File: config.mk
export PLATFORM = sky130hd
export DESIGN_NAME = riscv_v_exe_seq
export DESIGN_NICKNAME = d
export VERILOG_FILES = /design/src/rtl/riscv_v_pkg.sv /design/src/rtl/riscv_v_exe_seq_addr_gen.sv /design/src/rtl/riscv_v_exe_seq.sv
export SDC_FILE = /design/constraint.sdc
export NUM_CORES = 1
export LEC_CHECK = 0
export CORE_UTILIZATION = 35
export CTS_CLUSTER_SIZE = 10
export DETAILED_ROUTE_END_ITERATION = 12
export SLEW_MARGIN = 20
export SYNTH_ARGS = -nofsm -noshare
export SYNTH_HDL_FRONTEND = slang
export SYNTH_SLANG_ARGS = --single-unit
File: constraint.sdc
create_clock -name i_clk -period 2.3 [get_ports i_clk]
set_clock_uncertainty 0.15 [all_clocks]
set_input_delay 0.46 -clock i_clk [delete_from_list [all_inputs] [get_ports i_clk]]
set_output_delay 0.46 -clock i_clk [all_outputs]
set_load 0.03 [all_outputs]
File: src/rtl/riscv_v_pkg.sv
// Shared types and constants for the vector execute micro-op sequencer.
//   riscv_v_exe_seq_state_e : sequencer FSM states
//   riscv_v_lmul_t          : log2(LMUL) field as presented by decode
//   riscv_v_vreg_addr_t     : vector register address for the default register count
//   RISCV_V_EXE_MUL_LAT     : default multiplier latency (issue to result, cycles)
package riscv_v_pkg;

  localparam int unsigned RISCV_V_EXE_MUL_LAT = 3;
  localparam int unsigned RISCV_V_NUM_VREGS   = 32;

  typedef logic [$clog2(RISCV_V_NUM_VREGS)-1:0] riscv_v_vreg_addr_t;
  typedef logic [1:0] riscv_v_lmul_t;

  typedef enum logic [1:0] {
    StIdle,
    StIssue,
    StMulWait,
    StDrain
  } riscv_v_exe_seq_state_e;

endpackage

File: src/rtl/riscv_v_exe_seq_addr_gen.sv
// Register address generation for the vector execute sequencer.
// Adds the micro-op index to each base register, wrapping modulo NUM_VREGS.
//   i_vs1 / i_vs2 / i_vd : base registers of the instruction
//   i_cnt                : micro-op index used for the source reads
//   i_wb_cnt             : micro-op index used for the writeback register
//   o_addra / o_addrb    : source read addresses
//   o_wb_addr            : writeback address
module riscv_v_exe_seq_addr_gen #(
  parameter int unsigned NUM_VREGS = 32,
  localparam int unsigned VA = $clog2(NUM_VREGS)
) (
  input  logic [VA-1:0] i_vs1,
  input  logic [VA-1:0] i_vs2,
  input  logic [VA-1:0] i_vd,
  input  logic [2:0]    i_cnt,
  input  logic [2:0]    i_wb_cnt,
  output logic [VA-1:0] o_addra,
  output logic [VA-1:0] o_addrb,
  output logic [VA-1:0] o_wb_addr
);

  localparam int unsigned SW = VA + 1;

  // One conditional subtract is enough: the offset never exceeds 7 < NUM_VREGS.
  function automatic logic [VA-1:0] wrap_add(input logic [VA-1:0] base, input logic [2:0] off);
    logic [SW-1:0] sum;
    sum = {1'b0, base} + SW'(off);
    if (sum >= SW'(NUM_VREGS)) begin
      sum = sum - SW'(NUM_VREGS);
    end
    return sum[VA-1:0];
  endfunction

  assign o_addra   = wrap_add(i_vs1, i_cnt);
  assign o_addrb   = wrap_add(i_vs2, i_cnt);
  assign o_wb_addr = wrap_add(i_vd, i_wb_cnt);

endmodule

File: src/rtl/riscv_v_exe_seq.sv
// Vector execute micro-op sequencer. Cracks one decoded instruction into per-register
// micro-ops, drives register-file reads, ALU-valid and writeback strobes, and paces
// multiply micro-ops around the non-pipelined multiplier.
// Optional feature macro RISCV_V_EXE_SEQ_LMUL_EN: when defined req_lmul is honoured
// (1..8 micro-ops); when undefined every instruction is a single micro-op.
// Ports:
//   i_clk, i_rst (sync, active high), i_kill (abort in-flight instruction)
//   i_req_valid / o_req_ready, i_req_vd/vs1/vs2, i_req_lmul, i_req_is_mul, i_req_is_reduct
//   o_rf_rd_en, o_rf_rd_addra, o_rf_rd_addrb : register-file read port
//   o_alu_valid, o_alu_first                 : operand-valid strobe, first micro-op flag
//   o_wb_valid, o_wb_addr, o_wb_last         : writeback strobe, address, final flag
//   o_busy                                   : an instruction is in flight
module riscv_v_exe_seq
  import riscv_v_pkg::*;
#(
  parameter int unsigned MUL_LAT   = RISCV_V_EXE_MUL_LAT,
  parameter int unsigned NUM_VREGS = 32,
  localparam int unsigned VA = $clog2(NUM_VREGS)
) (
  input  logic          i_clk,
  input  logic          i_rst,
  input  logic          i_kill,
  input  logic          i_req_valid,
  output logic          o_req_ready,
  input  logic [VA-1:0] i_req_vd,
  input  logic [VA-1:0] i_req_vs1,
  input  logic [VA-1:0] i_req_vs2,
  input  riscv_v_lmul_t i_req_lmul,
  input  logic          i_req_is_mul,
  input  logic          i_req_is_reduct,
  output logic          o_rf_rd_en,
  output logic [VA-1:0] o_rf_rd_addra,
  output logic [VA-1:0] o_rf_rd_addrb,
  output logic          o_alu_valid,
  output logic          o_alu_first,
  output logic          o_wb_valid,
  output logic [VA-1:0] o_wb_addr,
  output logic          o_wb_last,
  output logic          o_busy
);

  localparam logic [2:0] WaitInit = 3'(MUL_LAT - 1);

  riscv_v_exe_seq_state_e r_state, w_state_d;
  logic [VA-1:0] r_vd, r_vs1, r_vs2;
  logic          r_is_mul, r_is_reduct;
  logic [2:0]    r_wcnt, w_wcnt_d;
  logic [2:0]    w_cnt;
  logic          w_last;
  logic          w_flush, w_accept, w_cnt_inc, w_issue, w_mul_wb_cyc, w_wb_valid;
  logic          r_alu_valid, r_alu_first, r_wb_valid, r_wb_last;
  logic [VA-1:0] r_wb_addr;
  logic [VA-1:0] w_addra, w_addrb, w_wb_addr;

  assign w_flush      = i_rst | i_kill;
  assign w_issue      = (r_state == StIssue);
  assign w_mul_wb_cyc = (r_state == StMulWait) && (r_wcnt == 3'd0);

`ifdef RISCV_V_EXE_SEQ_LMUL_EN
  logic [2:0] r_cnt, r_n_m1;

  always_ff @(posedge i_clk) begin
    if (i_rst) begin
      r_cnt  <= '0;
      r_n_m1 <= '0;
    end else if (w_accept) begin
      r_cnt  <= '0;
      r_n_m1 <= 3'((4'd1 << i_req_lmul) - 4'd1);
    end else if (w_cnt_inc) begin
      r_cnt <= r_cnt + 3'd1;
    end
  end

  assign w_cnt  = r_cnt;
  assign w_last = (r_cnt == r_n_m1);
`else
  logic w_unused_lmul;
  assign w_unused_lmul = ^{i_req_lmul, w_cnt_inc};
  assign w_cnt         = '0;
  assign w_last        = 1'b1;
`endif

  always_comb begin
    w_state_d = r_state;
    w_wcnt_d  = r_wcnt;
    w_accept  = 1'b0;
    w_cnt_inc = 1'b0;
    unique case (r_state)
      StIdle: begin
        if (i_req_valid) begin
          w_accept  = 1'b1;
          w_state_d = StIssue;
        end
      end
      StIssue: begin
        if (r_is_mul) begin
          w_wcnt_d  = WaitInit;
          w_state_d = StMulWait;
        end else if (w_last) begin
          w_state_d = StDrain;
        end else begin
          w_cnt_inc = 1'b1;
        end
      end
      StMulWait: begin
        if (r_wcnt == 3'd0) begin
          if (w_last) begin
            w_state_d = StIdle;
          end else begin
            w_cnt_inc = 1'b1;
            w_state_d = StIssue;
          end
        end else begin
          w_wcnt_d = r_wcnt - 3'd1;
        end
      end
      StDrain: w_state_d = StIdle;
      default: w_state_d = StIdle;
    endcase
    // Abort wins over every transition, including acceptance of a new request.
    if (w_flush) begin
      w_state_d = StIdle;
      w_accept  = 1'b0;
      w_cnt_inc = 1'b0;
    end
  end

  always_ff @(posedge i_clk) begin
    if (i_rst) begin
      r_state     <= StIdle;
      r_wcnt      <= '0;
      r_vd        <= '0;
      r_vs1       <= '0;
      r_vs2       <= '0;
      r_is_mul    <= 1'b0;
      r_is_reduct <= 1'b0;
    end else begin
      r_state <= w_state_d;
      r_wcnt  <= w_wcnt_d;
      if (w_accept) begin
        r_vd        <= i_req_vd;
        r_vs1       <= i_req_vs1;
        r_vs2       <= i_req_vs2;
        r_is_mul    <= i_req_is_mul;
        r_is_reduct <= i_req_is_reduct;
      end
    end
  end

  riscv_v_exe_seq_addr_gen #(
    .NUM_VREGS (NUM_VREGS)
  ) u_addr_gen (
    .i_vs1     (r_vs1),
    .i_vs2     (r_vs2),
    .i_vd      (r_vd),
    .i_cnt     (w_cnt),
    .i_wb_cnt  (r_is_reduct ? 3'd0 : w_cnt),
    .o_addra   (w_addra),
    .o_addrb   (w_addrb),
    .o_wb_addr (w_wb_addr)
  );

  // Non-mul micro-ops retire the cycle after issue; mul writeback is decoded from the
  // wait counter instead.
  always_ff @(posedge i_clk) begin
    if (w_flush) begin
      r_alu_valid <= 1'b0;
      r_alu_first <= 1'b0;
      r_wb_valid  <= 1'b0;
      r_wb_last   <= 1'b0;
      r_wb_addr   <= '0;
    end else begin
      r_alu_valid <= w_issue;
      r_alu_first <= w_issue & (w_cnt == 3'd0);
      r_wb_valid  <= w_issue & ~r_is_mul & (~r_is_reduct | w_last);
      r_wb_last   <= w_issue & ~r_is_mul & w_last;
      r_wb_addr   <= w_wb_addr;
    end
  end

  assign w_wb_valid = ~w_flush & (r_wb_valid | (w_mul_wb_cyc & (~r_is_reduct | w_last)));

  assign o_req_ready   = (r_state == StIdle) & ~w_flush;
  assign o_rf_rd_en    = w_issue & ~w_flush;
  assign o_rf_rd_addra = o_rf_rd_en ? w_addra : '0;
  assign o_rf_rd_addrb = o_rf_rd_en ? w_addrb : '0;
  assign o_alu_valid   = r_alu_valid & ~w_flush;
  assign o_alu_first   = r_alu_first & ~w_flush;
  assign o_wb_valid    = w_wb_valid;
  assign o_wb_addr     = w_wb_valid ? (w_mul_wb_cyc ? w_wb_addr : r_wb_addr) : '0;
  assign o_wb_last     = w_wb_valid & (r_wb_last | (w_mul_wb_cyc & w_last));
  assign o_busy        = (r_state != StIdle) & ~i_rst;

endmodule

After elaboration in Yosys (flattened, before gate mapping)
Index checks and enable logic that the tools add are counted.
{ "word_totals": {"reg_bits": 28} }
{ "classes": {"add_sub_neg": 4, "magnitude_cmp": 3, "eq_ne": 7, "mux": 17, "n_bitwise": 12, "reduce_logical": 8} }
{ "op_table": {"columns": ["operator", "count"], "rows": [
  ["5-bit 2-to-1 mux", 7],
  ["5-bit by 6-bit greater-or-equal comparator with 1-bit output, second input constant", 3],
  ["5-bit by 1-bit subtractor with 5-bit output, second input constant", 3],
  ["2-bit case mux with 4 select lines", 1],
  ["1-bit bitwise AND", 7],
  ["3-bit 2-to-1 mux", 2],
  ["2-bit inequality test, second input constant", 3],
  ["3-bit case mux with 2 select lines", 1],
  ["2-bit equality test, second input constant", 2],
  ["1-bit 2-to-1 mux", 4],
  ["2-bit 2-to-1 mux", 2],
  ["2-bit nonzero test", 2],
  ["3-bit logical NOT", 1],
  ["1-bit NOT", 3],
  ["3-bit AND reduction", 1],
  ["3-bit by 1-bit subtractor with 3-bit output, second input constant", 1],
  ["2-bit by 1-bit equality test with 1-bit output, second input constant", 1],
  ["2-bit logical NOT", 1],
  ["2-bit by 1-bit inequality test with 1-bit output, second input constant", 1],
  ["1-bit bitwise OR", 2],
  ["2-bit AND reduction", 1],
  ["2-bit OR reduction", 1],
  ["1-bit logical AND", 1]
]} }

Logic depth before layout (Yosys ltp)
Gate-level depths: netlist (run 1).
{ "logic_depth": {"word_depth": 5, "mapped_depth": 8} }

By module
Synthesis (run 1) repeated with hierarchy kept, for this count alone.
{ "hier_totals": {"cells_unflattened": 197, "hier_area_um2": 1755.4} }
{ "modules_own_cells": {"columns": ["mod", "instances", "cells_per_inst", "area_per_inst_um2"], "rows": [
  ["riscv_v_exe_seq", 1, 156, 1368.8],
  ["riscv_v_exe_seq_addr_gen", 1, 41, 386.6]
]} }

Least setup slack after synthesis (run 1)
Ideal clock, no wire load.
{ "synth_timing": {"path_type": "input to output", "from": "in i_rst", "to": "out o_wb_valid", "arrival_time_ps": 1937, "required_time_ps": 1690, "setup_slack_ps": -247, "cell_stages": 6, "cell_sequence": "buf_2 or2_2 clkbuf_1 clkbuf_1 nor2_1 buf_4"} }
{ "synth_between": {"elab_chain_cells": 3} }
{ "synth_rtl": {"columns": ["item", "line_no", "source"], "rows": [
  ["from (decl)", "riscv_v_exe_seq.sv:21", "input logic i_rst,"],
  ["1-bit bitwise OR", "riscv_v_exe_seq.sv:55", "assign w_flush = i_rst | i_kill;"],
  ["1-bit NOT", "riscv_v_exe_seq.sv:181", "assign w_wb_valid = ~w_flush & (r_wb_valid | (w_mul_wb_cyc & (~r_is_reduct | w_last)));"],
  ["1-bit bitwise AND", "riscv_v_exe_seq.sv:181", null],
  ["to (decl)", "riscv_v_exe_seq.sv:36", "output logic o_wb_valid,"]
]} }
No other way between the ends.

Worst setup path after layout (run 1)
{ "layout_timing": {"from": "reg r_wcnt[0]", "to": "out o_wb_addr[1]"} }
{ "layout_between": {"elab_chain_cells": 5, "elab_cells_between_ends": 6} }
{ "layout_rtl": {"columns": ["item", "line_no", "source"], "rows": [
  ["from (decl)", "riscv_v_exe_seq.sv:47", "logic [2:0] r_wcnt, w_wcnt_d;"],
  ["from (signal assigned)", "riscv_v_exe_seq.sv:139", "r_wcnt <= w_wcnt_d;"],
  ["3-bit logical NOT *", "riscv_v_exe_seq.sv:57", "assign w_mul_wb_cyc = (r_state == StMulWait) && (r_wcnt == 3'd0);"],
  ["1-bit logical AND *", "riscv_v_exe_seq.sv:57", null],
  ["1-bit bitwise OR", null, null],
  ["1-bit bitwise AND", "riscv_v_exe_seq.sv:181", null],
  ["5-bit 2-to-1 mux *", "riscv_v_exe_seq.sv:190", "assign o_wb_addr = w_wb_valid ? (w_mul_wb_cyc ? w_wb_addr : r_wb_addr) : '0;"],
  ["to (decl)", "riscv_v_exe_seq.sv:37", "output logic [VA-1:0] o_wb_addr,"]
]} }
Every way passes the cells marked *; elsewhere a longest branch is shown, timed or not.

==> results.txt, run 1 <==
The flow ran to the end, and the final reports show no timing, DRC or antenna violations. Buffers placed on the I/O ports in this run total 41. The required time at the endpoint of the critical path came out at 1.69 ns. Counting along the longest clock path gives a buffer depth of 2.

The CTS tree is built. The fraction of met2 tracks used by global routing came out at 29.4%. Synthesis instantiated 29 different standard cells from the library.

The post-synthesis to final-layout area growth is 45.6%. Counting every sink on the clock net gives 28. The final cell count without fillers came out at 247.

The tightest hold path in the finished design has a slack of 0.315 ns. The met3 track utilization from global routing came out at 2.86%. The die width is 63.9 µm. The biggest fanout along the worst timing path came out at 5. The via count of the first global-routing pass was 1,161. The weighted congestion at the end of routability-driven global placement is 0.771. Buffers inserted during clock tree synthesis total 3. The actual slew at the worst max-slew pin came out at 0.319 ns.

The total leakage power came out at 0.000746 µW. During synthesis, Yosys emitted a total of 0 warnings. The part of the cycle the worst path needs came out at 97.8%. The post-detailed-route DRC marker count is 0. The overall routed net length is 3.31 mm. sky130_fd_sc_hd__dfxtp_1 takes more of the synthesized area than any other cell. In this run the clock root is driven by a sky130_fd_sc_hd__clkbuf_8.

The number of antenna violations at the first check in global routing is 0. The most heavily used metal layer in global routing is met2. The type of the setup path with the least slack is register to output pin. The placement-stage cell area came out at 1750 µm². Counting I/O delays and the setup requirement, the final critical path takes 2.25 ns. The combined area of all synthesized cells is 1340 µm². The worst-skew pair later-pin latency is 0.27 ns.

The total number of vias is 1,193. The number of design-rule violations left by the first detailed-router iteration came out at 42. The worst hold path belongs to the class register to register. The post-synthesis net count came out at 180. The worst setup path is captured at an output pin.

Synthesis produced a netlist whose cell count is 155. In the final routed layout, each cell accounts on average for 13.4 µm. The number of endpoints failing setup at the final stage is 0. Setup repair after global routing could not meet its margin everywhere. The number of placed instances, taps included, is 239.

Measured along the y axis, the die boundary spans 63.9 µm. The async set or reset register ratio after synthesis is 0%. The placed wire-length estimate after detailed placement is 2.30 mm. The pin count of the biggest net entering global routing is 18. The floorplan has 22 rows. The primary flip-flop cell chosen by synthesis mapping is sky130_fd_sc_hd__dfxtp_1. The number of synthesized flops with an enable pin came out at 0. In the routed layout, each cell is associated on average with a via count of 4.83. The max-slew violation total from the final report came out at 0. The die covers 4090 µm². Sorting the synthesized cells by area gives the leading types as sky130_fd_sc_hd__dfxtp_1 42%, sky130_fd_sc_hd__nand3_1 6.7%, sky130_fd_sc_hd__o21ai_2 6.5%.

The post-detailed-route count of antenna-violating nets came out at 0. The met1 routing resource usage after global routing is 21.5%. The total grt overflow came out at 0. The layout net count is 225. The starting utilization of the core area is 36.7%. The sequential cell area fraction in the yosys report is 41.8%. For this design the ratio of total power to cell area is 488 nW/µm².

The worst setup margin is 0.0501 ns. The fmax came out at 444 MHz. The worst hold path passes through 2 cells.

Once layout is done, the placed cells without fillers occupy 1950 µm². The flip-flop and latch count after synthesis came out at 28. The worst-case IR drop observed on VDD is 0.314 mV.

Data on the critical path arrives at its endpoint at 1.64 ns. STA classifies the critical path startpoint as a register. The area of the core came out at 3660 µm². The post-synthesis average cell area came out at 8.66 µm². The top-area cell type share of the netlist area is 41.8%. The share of final-layout standard cells stronger than drive strength 1 is 36.7%. The count of pins on the block boundary came out at 45.

The total of max-cap violations came out at 0. The H-tree depth is 1. OpenSTA, run right after detailed placement, puts the worst setup slack at -0.0897 ns. The worst relative slew slack is 78.6%.

For this run, the detailed router's first-pass iteration total came to 4. The length in cells of the worst reg-to-reg path is 7. The clock-pin slew on the worst setup and hold paths is 0.10 ns. The number of antenna diodes is 0. The hold violation count in the final report came out at 0.

After clock tree synthesis, the flow added hold-fix buffers numbering 0. In the global route stage, overall resource usage came out at 17.2%. The global-route wire length before repair is 5.46 mm.
-- repair_timing --
action / 4_1_cts / 5_1_grt
gates cloned: 1 / 0
gates resized for setup: 18 / 19
endpoints found under the setup margin: 17 / 18
setup buffers: 2 / 1
hold endpoints to repair: 0 / 0
pin swaps: 5 / 12
-- layout make-up --
type / instances / area (µm²)
Clock buffer: 4 / 55.1
Multi-Input combinational cell: 103 / 729
Timing Repair Buffer: 56 / 514
Sequential cell: 28 / 566
Tap cell: 48 / 60.1
Inverter: 8 / 30.0
Fill cell: 357 / 1710
-- cell usage in the layout (no fill, tap or decap), drive strengths merged, types with 3 or more instances in the layout --
cell type / instances
a21oi: 6
and2: 13
buf: 37
clkbuf: 4
clkdlybuf4s50: 17
dfxtp: 28
inv: 8
nand2: 5
nand2b: 12
nand3: 18
nand4b: 3
nor2: 13
o21ai: 11
o31ai: 5
-- cell usage after synthesis (all sizes together), types with 2 or more instances --
cell     n
a21oi    6
a31oi    2
and2    13
buf      7
clkbuf   9
dfxtp   28
ha       2
inv      8
nand2    5
nand2b  12
nand3   18
nand3b   2
nand4b   3
nor2    13
nor3     2
nor4b    2
o21ai   11
o31ai    5
-- routing by layer --
metal,part of all wire (%),vias to the layer above
li1,-,608
met1,47,557
met2,49,24
met3,3.4,4
met4,0.88,0
met5,0,-
-- path summary, 6_finish.rpt --
| path | end | slack (ns) | startpoint |
|---|---|---|---|
| setup / recovery | o_wb_addr[1] | 0.05 | r_wcnt[0]$_SDFFE_PP0P_ |
| setup reg to reg | r_wcnt[1]$_SDFFE_PP0P_ | 0.42 | r_wcnt[0]$_SDFFE_PP0P_ |
| hold reg to reg | r_wb_addr[2]$_SDFF_PN0_ | 0.31 | r_vd[2]$_SDFFE_PP0P_ |
| hold / removal | r_wb_addr[2]$_SDFF_PN0_ | 0.31 | r_vd[2]$_SDFFE_PP0P_ |
-- where the power goes --
part / internal [µW] / switching (µW)
sequential: 503 / 12.7
combinational: 68.0 / 62.4
clock: 153 / 153
-- critical path, cell delays in order, from the launching register on --
cell	delay, ns
sky130_fd_sc_hd__dfxtp_2	0.35
sky130_fd_sc_hd__inv_2	0.04
sky130_fd_sc_hd__ha_4	0.16
sky130_fd_sc_hd__ha_4	0.16
sky130_fd_sc_hd__nand3b_1	0.23
sky130_fd_sc_hd__nand3_1	0.11
sky130_fd_sc_hd__a21oi_1	0.14
sky130_fd_sc_hd__buf_4	0.18
-- state kept, by name (all words and copies together) (netlist names) --
signal,cells
r_vd,5
r_vs1,5
r_vs2,5
r_wb_addr,5
r_wcnt,3
r_state,2
r_alu_first,1
r_is_mul,1
r_wb_last,1
-- logic make-up after synthesis --
group	after synthesis	share of synthesized area, %
adder cells (fa/ha/maj)	2	1.86
multiplexers	1	0.746
AO/OA/AOI/OAI	25	13.5
flip-flops	28	41.8
buffers and inverters	24	9.32
AND/OR/NAND/NOR	75	32.8
-- stage by stage --
stage               total power, µW  setup TNS (ns)  utilization [%]
CTS                             962        -0.00936             51.5
floorplan                       592          -0.227                -
global route                    994          -0.122             53.4
finish                          953               0             53.4
detailed placement              651          -0.802             47.9
global placement                647          -0.785             47.9
No activity file was read; power rests on OpenSTA's default activity.
==> run 2, diff against run 1 <==
- CORE_MARGIN: unset -> 10
==> run 2 against run 1 <==
  * Die area up 64%
  * Count of clock-buffer cells in the layout unchanged
  * Sequential power about the same
  * Cell count up 0.40%
  * Non-clock buffer count up 1
  * The flow now finishes with violations (setup timing)
  * Via count up 0.17%
  * Hold slack worse by 0.0011 ns
  * Largest power group unchanged
  * Sequential share of layout area down 0.17 points
  * Maximum frequency down 2.7%
==> results.txt, run 2 (synthesis gave the netlist of run 1 again) <==
The TritonCTS buffer count came out at 3. The combined global-route utilization of all metal layers came out at 10.0%. The clock network power share came out at 31.4%.

The max-slew violation total from the final report is 0. Buffers placed on the I/O ports in this run total 41. The clock passes through at most 2 buffers. Summed over all nets, wire length on met2 after detailed routing comes to 1.67 mm. In this design, the critical path's most frequently occurring cell is sky130_fd_sc_hd__ha_4. The share of power burned in combinational logic came out at 13.7%.

The worst setup path is captured at an output pin. Leaving out filler cells and counting taps, the final layout contains 248. The part of the cycle the worst path needs is 101%. After clock tree synthesis, the clock-pin slew on the worst setup and hold paths is 0.09 ns. The clock net sink count came out at 28. Once detailed placement completed, the half-perimeter wirelength came to 2.54 mm. The mean number of vias per cell came out at 4.82.

For hold timing, the worst endpoint is r_wb_addr[3]$_SDFF_PN0_. The total grt overflow is 0. The path class of the tightest hold or removal check is register to register. The share of final-layout standard cells stronger than drive strength 1 came out at 36.5%. The start point of the worst min-delay path is r_vd[3]$_SDFFE_PP0P_. The actual slew at the worst max-slew pin is 0.355 ns. The clock reaches the later pin of the worst-skew pair after 0.26 ns. The part of the total power dissipated in sequential elements came out at 54.9%. The number of endpoints failing setup at the final stage is 2. The number of placement rows is 22. The biggest fanout along the worst timing path is 6.

The CTS tree is built. The flow ran to the end, but the final reports show violations. Subtracting the final worst setup slack from the clock period gives 2.31 ns.

The H-tree depth came out at 1. 0 antenna diodes ended up in the layout. The worst setup margin came out at -0.0130 ns. The total of fill cells in the finished design is 363. The critical path goes through inv_2 -> ha_4 -> ha_4 -> nand3b_1 -> buf_4 -> nand3_2 -> a21oi_2 -> buf_6. STA classifies the critical path startpoint as a register.

The hold violation count in the final report came to 0. The post-detailed-route DRC marker count came out at 0. The congestion estimate from routability-driven global placement came to 0.726. The critical path is of the register to output pin type.

The end-of-flow core utilization came out at 53.2%. The number of antenna violations at the first check in global routing is 0. The endpoint identified for the worst register-to-register timing path is r_wcnt[2]$_SDFFE_PP0P_.

Along the worst hold path, the cell count comes to 2. In this design, the stage delay of the slowest critical-path cell is 0.35 ns. The number of placed instances, taps included, is 238. The die area is 6710 µm². In this run the tightest slew margin relative to its limit is 76.3%.

In this run the count of I/O pins placed on the die edge is 45. In the detailed route, the total length drawn on met3 is 280 µm. The final sum of negative setup slack came out at -0.0240 ns. The number of search-and-repair iterations in the first detailed-routing pass is 4.

Of the total power, the share spent switching nets is 23.0%. The root buffer cell chosen for the clock tree is sky130_fd_sc_hd__clkbuf_8. The fmax is 432 MHz. The length in cells of the worst reg-to-reg path came out at 7. The total leakage power came out at 0.000741 µW. The detailed router used layers up to and including met4. The library cell used most frequently in the layout, excluding fill and tap cells, is sky130_fd_sc_hd__buf_4. The net switching power figure is 216 µW. Setup repair after global routing could not meet its margin everywhere. The number of design-rule violations left by the first detailed-router iteration came out at 119. Power spread over the standard cell area amounts to 479 nW/µm². The slowest stage of the critical path is the sky130_fd_sc_hd__dfxtp_2 cell. The via count of the first global-routing pass is 1,198. The total number of vias is 1,195. The arrival time reported for the critical path endpoint came out at 1.70 ns. Across the run, the number of max-cap violations was 0. The area of the core came out at 3690 µm². Entering global routing, the biggest net connects 26 pins. Measured along the x axis, the die boundary spans 81.9 µm. Relative to the synthesized area, the layout overhead comes to 46.1%. Internal power comes to 724 µW. The first global-routing pass estimated 5.48 mm of wire. The sum of routed wire segments on met1 is 1.49 mm. In the final design database the tool counted 226 nets. Leaving out fill and tap cells, the most frequent cells in the layout are 26 x sky130_fd_sc_hd__buf_4, 25 x sky130_fd_sc_hd__dfxtp_1, 17 x sky130_fd_sc_hd__clkdlybuf4s50_1, 16 x sky130_fd_sc_hd__nand3_1. The die height is 81.9 µm. Once the floorplan was initialized, standard cells occupied 36.4% of the core. Summed over all layers, the routed wires come to 3.46 mm.

The minimum hold slack is 0.314 ns. The final reports fail on setup timing. The post-detailed-route count of antenna-violating nets is 0. Across the VDD grid, the largest voltage drop is 0.259 mV. The multi-input combinational cells in the finished layout cover a total of 731 µm². The mean routed wirelength per cell is 13.9 µm. The register area is 564 µm². The slack of the worst reg-to-reg path is 0.57 ns. The startpoint identified for the worst register-to-register timing path is r_wcnt[0]$_SDFFE_PP0P_.

The required time at the endpoint of the critical path is 1.69 ns.
-- run 2: critical path: cells and delay by family (launching register included) --
| family | cells | cell delay [ns] |
|---|---|---|
| AOI/OAI and AO/OA | 1 | 0.16 |
| adders and majority gates | 2 | 0.32 |
| buffers and inverters | 3 | 0.34 |
| DFF | 1 | 0.35 |
| and+or+nand+nor | 2 | 0.27 |
-- run 2: metrics by stage --
step                setup WS, ns  total power [µW]  instance area, µm²
finish                   -0.0130               940                1960
global route             -0.0927               988                1960
CTS                      0.00838               948                1880
detailed placement        -0.121               650                1750
global placement          -0.102               648                1750
floorplan                -0.0568               592                1350
-- run 2: layout make-up --
type / instances / area share (%)
Multi-Input combinational cell: 103 / 37.2
Sequential cell: 28 / 28.8
Timing Repair Buffer: 57 / 26.6
Tap cell: 48 / 3.06
Clock buffer: 4 / 2.81
Inverter: 8 / 1.53
-- run 2: repair_timing --
| action | 4_1_cts | 5_1_grt |
|---|---|---|
| buffers inserted | 1 | 4 |
| gates cloned | 1 | 0 |
| setup endpoints to repair | 17 | 19 |
| gates resized for setup | 19 | 17 |
| pin swaps | 5 | 8 |
| hold buffers | 0 | 0 |
| hold endpoints to repair | 0 | 0 |
-- run 2: routing by layer --
metal	up-vias	track usage (%)
li1	613	-
met1	553	12.0
met5	-	0
met2	27	16.7
met4	0	2.04
met3	2	3.82
-- run 2: worst max-delay path by stage --
| stage | depth (start not counted) | end | from |
|---|---|---|---|
| after CTS | 7 | o_wb_addr[0] | r_wcnt[0]$_SDFFE_PP0P_ |
| after global placement | 6 | o_rf_rd_addra[1] | i_kill |
| final | 8 | o_wb_addr[1] | r_wcnt[0]$_SDFFE_PP0P_ |
| after detailed placement | 6 | o_rf_rd_addra[1] | i_kill |
| after floorplan | 5 | o_wb_addr[0] | i_rst |
| after global routing | 8 | o_wb_addr[3] | r_wcnt[1]$_SDFFE_PP0P_ |
-- run 2: power by group through the flow --
stage	Combinational, µW	Clock, µW	Sequential (µW)
final	129	295	516
after global routing	140	329	518
after CTS	128	305	515
after detailed placement	124	0	526
after global placement	123	0	526
after floorplan	70.7	0	521
==> run 3, diff against run 2 <==
- SKIP_CTS_REPAIR_TIMING: unset -> 1
==> run 3 against run 2 <==
  * The flow still finishes with violations (setup timing)
  * Combinational power about the same
  * Sequential cell count unchanged
  * Sequential power about the same
  * Sequential share of layout area about the same
  * Register-to-register slack about the same
  * Routed wire length up 1.4%
  * Die area unchanged
  * Maximum frequency up 0.55%
  * Cell area up 0.13%
  * Setup slack better by 0.013 ns
  * Global-route usage down 0.16 points
  * Cell count down 0.40%
  * Critical path type unchanged
==> results.txt, run 3 (synthesis gave the netlist of run 1 again) <==
The post-detailed-route DRC marker count is 0. In this run the static leakage power is 0.000751 µW. Detailed placement ended at an HPWL of 2.54 mm. The number of antenna violations at the first check in global routing is 0. The count of pins on the block boundary came out at 45. The end-of-flow core utilization is 53.3%.

Setup violations remaining at the end of the flow were counted as 1. Max-cap violations in this run came to 0. The combined global-route utilization of all metal layers is 9.86%. In the final routed layout, each cell accounts on average for 14.2 µm.

The overall routed net length came out at 3.51 mm. The CTS tree is built. The destination of the worst register-to-register timing path is r_wcnt[2]$_SDFFE_PP0P_. The pin count of the biggest net entering global routing came out at 26. The final reports fail on setup timing.

The post-synthesis to final-layout area growth is 46.3%. The count of input and output buffers came out at 41. The number of placement rows is 22. The die height is 81.9 µm.

Among all stages on the critical path, the largest delay is contributed by sky130_fd_sc_hd__dfxtp_2. The fmax is 435 MHz. The arrival time reported for the critical path endpoint is 1.69 ns. In this design, the critical path's most frequently occurring cell is sky130_fd_sc_hd__ha_4. The post-detailed-route count of antenna-violating nets came out at 0. The global-route wire length before repair came out at 5.40 mm.

The die area is 6710 µm². The final cell count without fillers is 247. The weighted congestion at the end of routability-driven global placement is 0.726. For the worst-skew pair, the clock arrives at the later sink with an insertion delay of 0.26 ns. The share of final-layout standard cells stronger than drive strength 1 came out at 37.7%.

The maximum ir drop on the vdd rail came out at 0.261 mV. The area of the core came out at 3690 µm². The critical path goes through inv_2 -> ha_4 -> ha_4 -> nand3b_1 -> buf_4 -> nand3_2 -> a21oi_2 -> buf_6.

The worst relative slew slack is 76.3%. The number of search-and-repair iterations in the first detailed-routing pass came out at 4. Subtracting the final worst setup slack from the clock period gives 2.30 ns. The total grt overflow is 0. The part of the cycle the worst path needs came out at 100%.

In this run the horizontal extent of the chip is 81.9 µm. The critical path's largest stage delay came out at 0.36 ns. The minimum hold slack is 0.312 ns. The worst setup path is captured at an output pin. The worst hold path passes through 2 cells. The via count of the first global-routing pass was 1,181.

The setup check on the worst reg-to-reg path leaves a slack of 0.56 ns. The cell area after layout is 1960 µm². The net count of the finished layout is 225. The length in cells of the worst reg-to-reg path is 7. The max-slew violation total from the final report came out at 0.

The placement-stage cell area is 1750 µm². The clock-pin slew on the worst setup and hold paths came out at 0.09 ns. The starting utilization of the core area is 36.4%. The most critical setup path has its startpoint at r_wcnt[0]$_SDFFE_PP0P_. Power spread over the standard cell area amounts to 478 nW/µm². The biggest fanout along the worst timing path came out at 6. The maximum buffer depth of the clock tree is 2. The critical path is of the register to output pin type. The most critical setup path has its endpoint at o_wb_addr[1].

Once placement completed, the tool counted placed cells totaling 238. In the post-route analysis, the smallest setup slack over all paths is -0.000394 ns. The actual slew at the worst max-slew pin came out at 0.355 ns. The required time at the endpoint of the critical path is 1.69 ns. The flow ran to the end, but the final reports show violations. The type of the tightest min-delay check is register to register. Clock tree synthesis selected as its root buffer the cell sky130_fd_sc_hd__clkbuf_8. The number of antenna diodes came out at 0. The hold violation count in the final report came out at 0. TritonCTS created 3 clock buffers. The H-tree depth came out at 1.

STA classifies the critical path startpoint as a register. Power comes to 939 µW. Setup repair after global routing could not meet its margin everywhere. The total number of vias is 1,202. Clock tree synthesis found a total of 28 sinks. The number of design-rule violations left by the first detailed-router iteration is 132. In the routed layout, each cell is associated on average with a via count of 4.87. In the layout the commonest cells are 25 x sky130_fd_sc_hd__buf_4, 25 x sky130_fd_sc_hd__dfxtp_1, 17 x sky130_fd_sc_hd__clkdlybuf4s50_1, 16 x sky130_fd_sc_hd__nand3_1. The launching point of the worst reg2reg path is r_wcnt[0]$_SDFFE_PP0P_.
==> run 3: report_power, final <==
group / switching (µW) / leakage (µW) / internal, µW / total, µW
logic: 61.5 / 0.000493 / 68.9 / 130
clock network: 140 / 0.0000288 / 153 / 292
registers: 13.2 / 0.000229 / 503 / 516
total: 214 / 0.000751 / 725 / 939
==> run 3: metal layers <==
layer / vias up / wire (µm) / global-route usage [%]
met5: - / 0 / 0
met4: 0 / 17 / 2.04
met3: 2 / 291 / 3.71
met2: 32 / 1700 / 16.4
met1: 556 / 1500 / 11.9
li1: 612 / - / -
==> run 3: how the worst min path moves through the flow <==
| stage | startpoint | endpoint |
|---|---|---|
| final | r_vd[0]$_SDFFE_PP0P_ | r_wb_addr[0]$_SDFF_PN0_ |
| after global routing | r_vd[0]$_SDFFE_PP0P_ | r_wb_addr[0]$_SDFF_PN0_ |
| after CTS | r_vd[3]$_SDFFE_PP0P_ | r_wb_addr[3]$_SDFF_PN0_ |
| after detailed placement | r_vd[0]$_SDFFE_PP0P_ | r_wb_addr[0]$_SDFF_PN0_ |
| after global placement | r_vd[0]$_SDFFE_PP0P_ | r_wb_addr[0]$_SDFF_PN0_ |
| after floorplan | r_is_mul$_SDFFE_PP0P_ | r_wb_last$_SDFF_PN0_ |
==> run 3: metrics by stage <==
| stage | setup TNS (ns) | worst slack, ns |
|---|---|---|
| floorplan | -0.227 | -0.0568 |
| detailed placement | -1.30 | -0.121 |
| CTS | -1.91 | -0.137 |
| global placement | -1.03 | -0.102 |
| global route | -0.473 | -0.0926 |
| finish | -0.000394 | -0.000394 |
==> run 3: final cells by class <==
type	count	area (µm²)
fill	367	1720
clock buffer	4	55.1
timing repair buffer	56	518
sequential	28	564
tap	48	60.1
inverter	8	30.0
multi-input combinational	103	737
==> run 3: critical path: cells and delay by family (launching register included) <==
family | cells | cell delay (ns)
compound gates | 1 | 0.14
fa+ha+maj | 2 | 0.32
buf+inv | 3 | 0.34
flops | 1 | 0.36
simple gates | 2 | 0.26
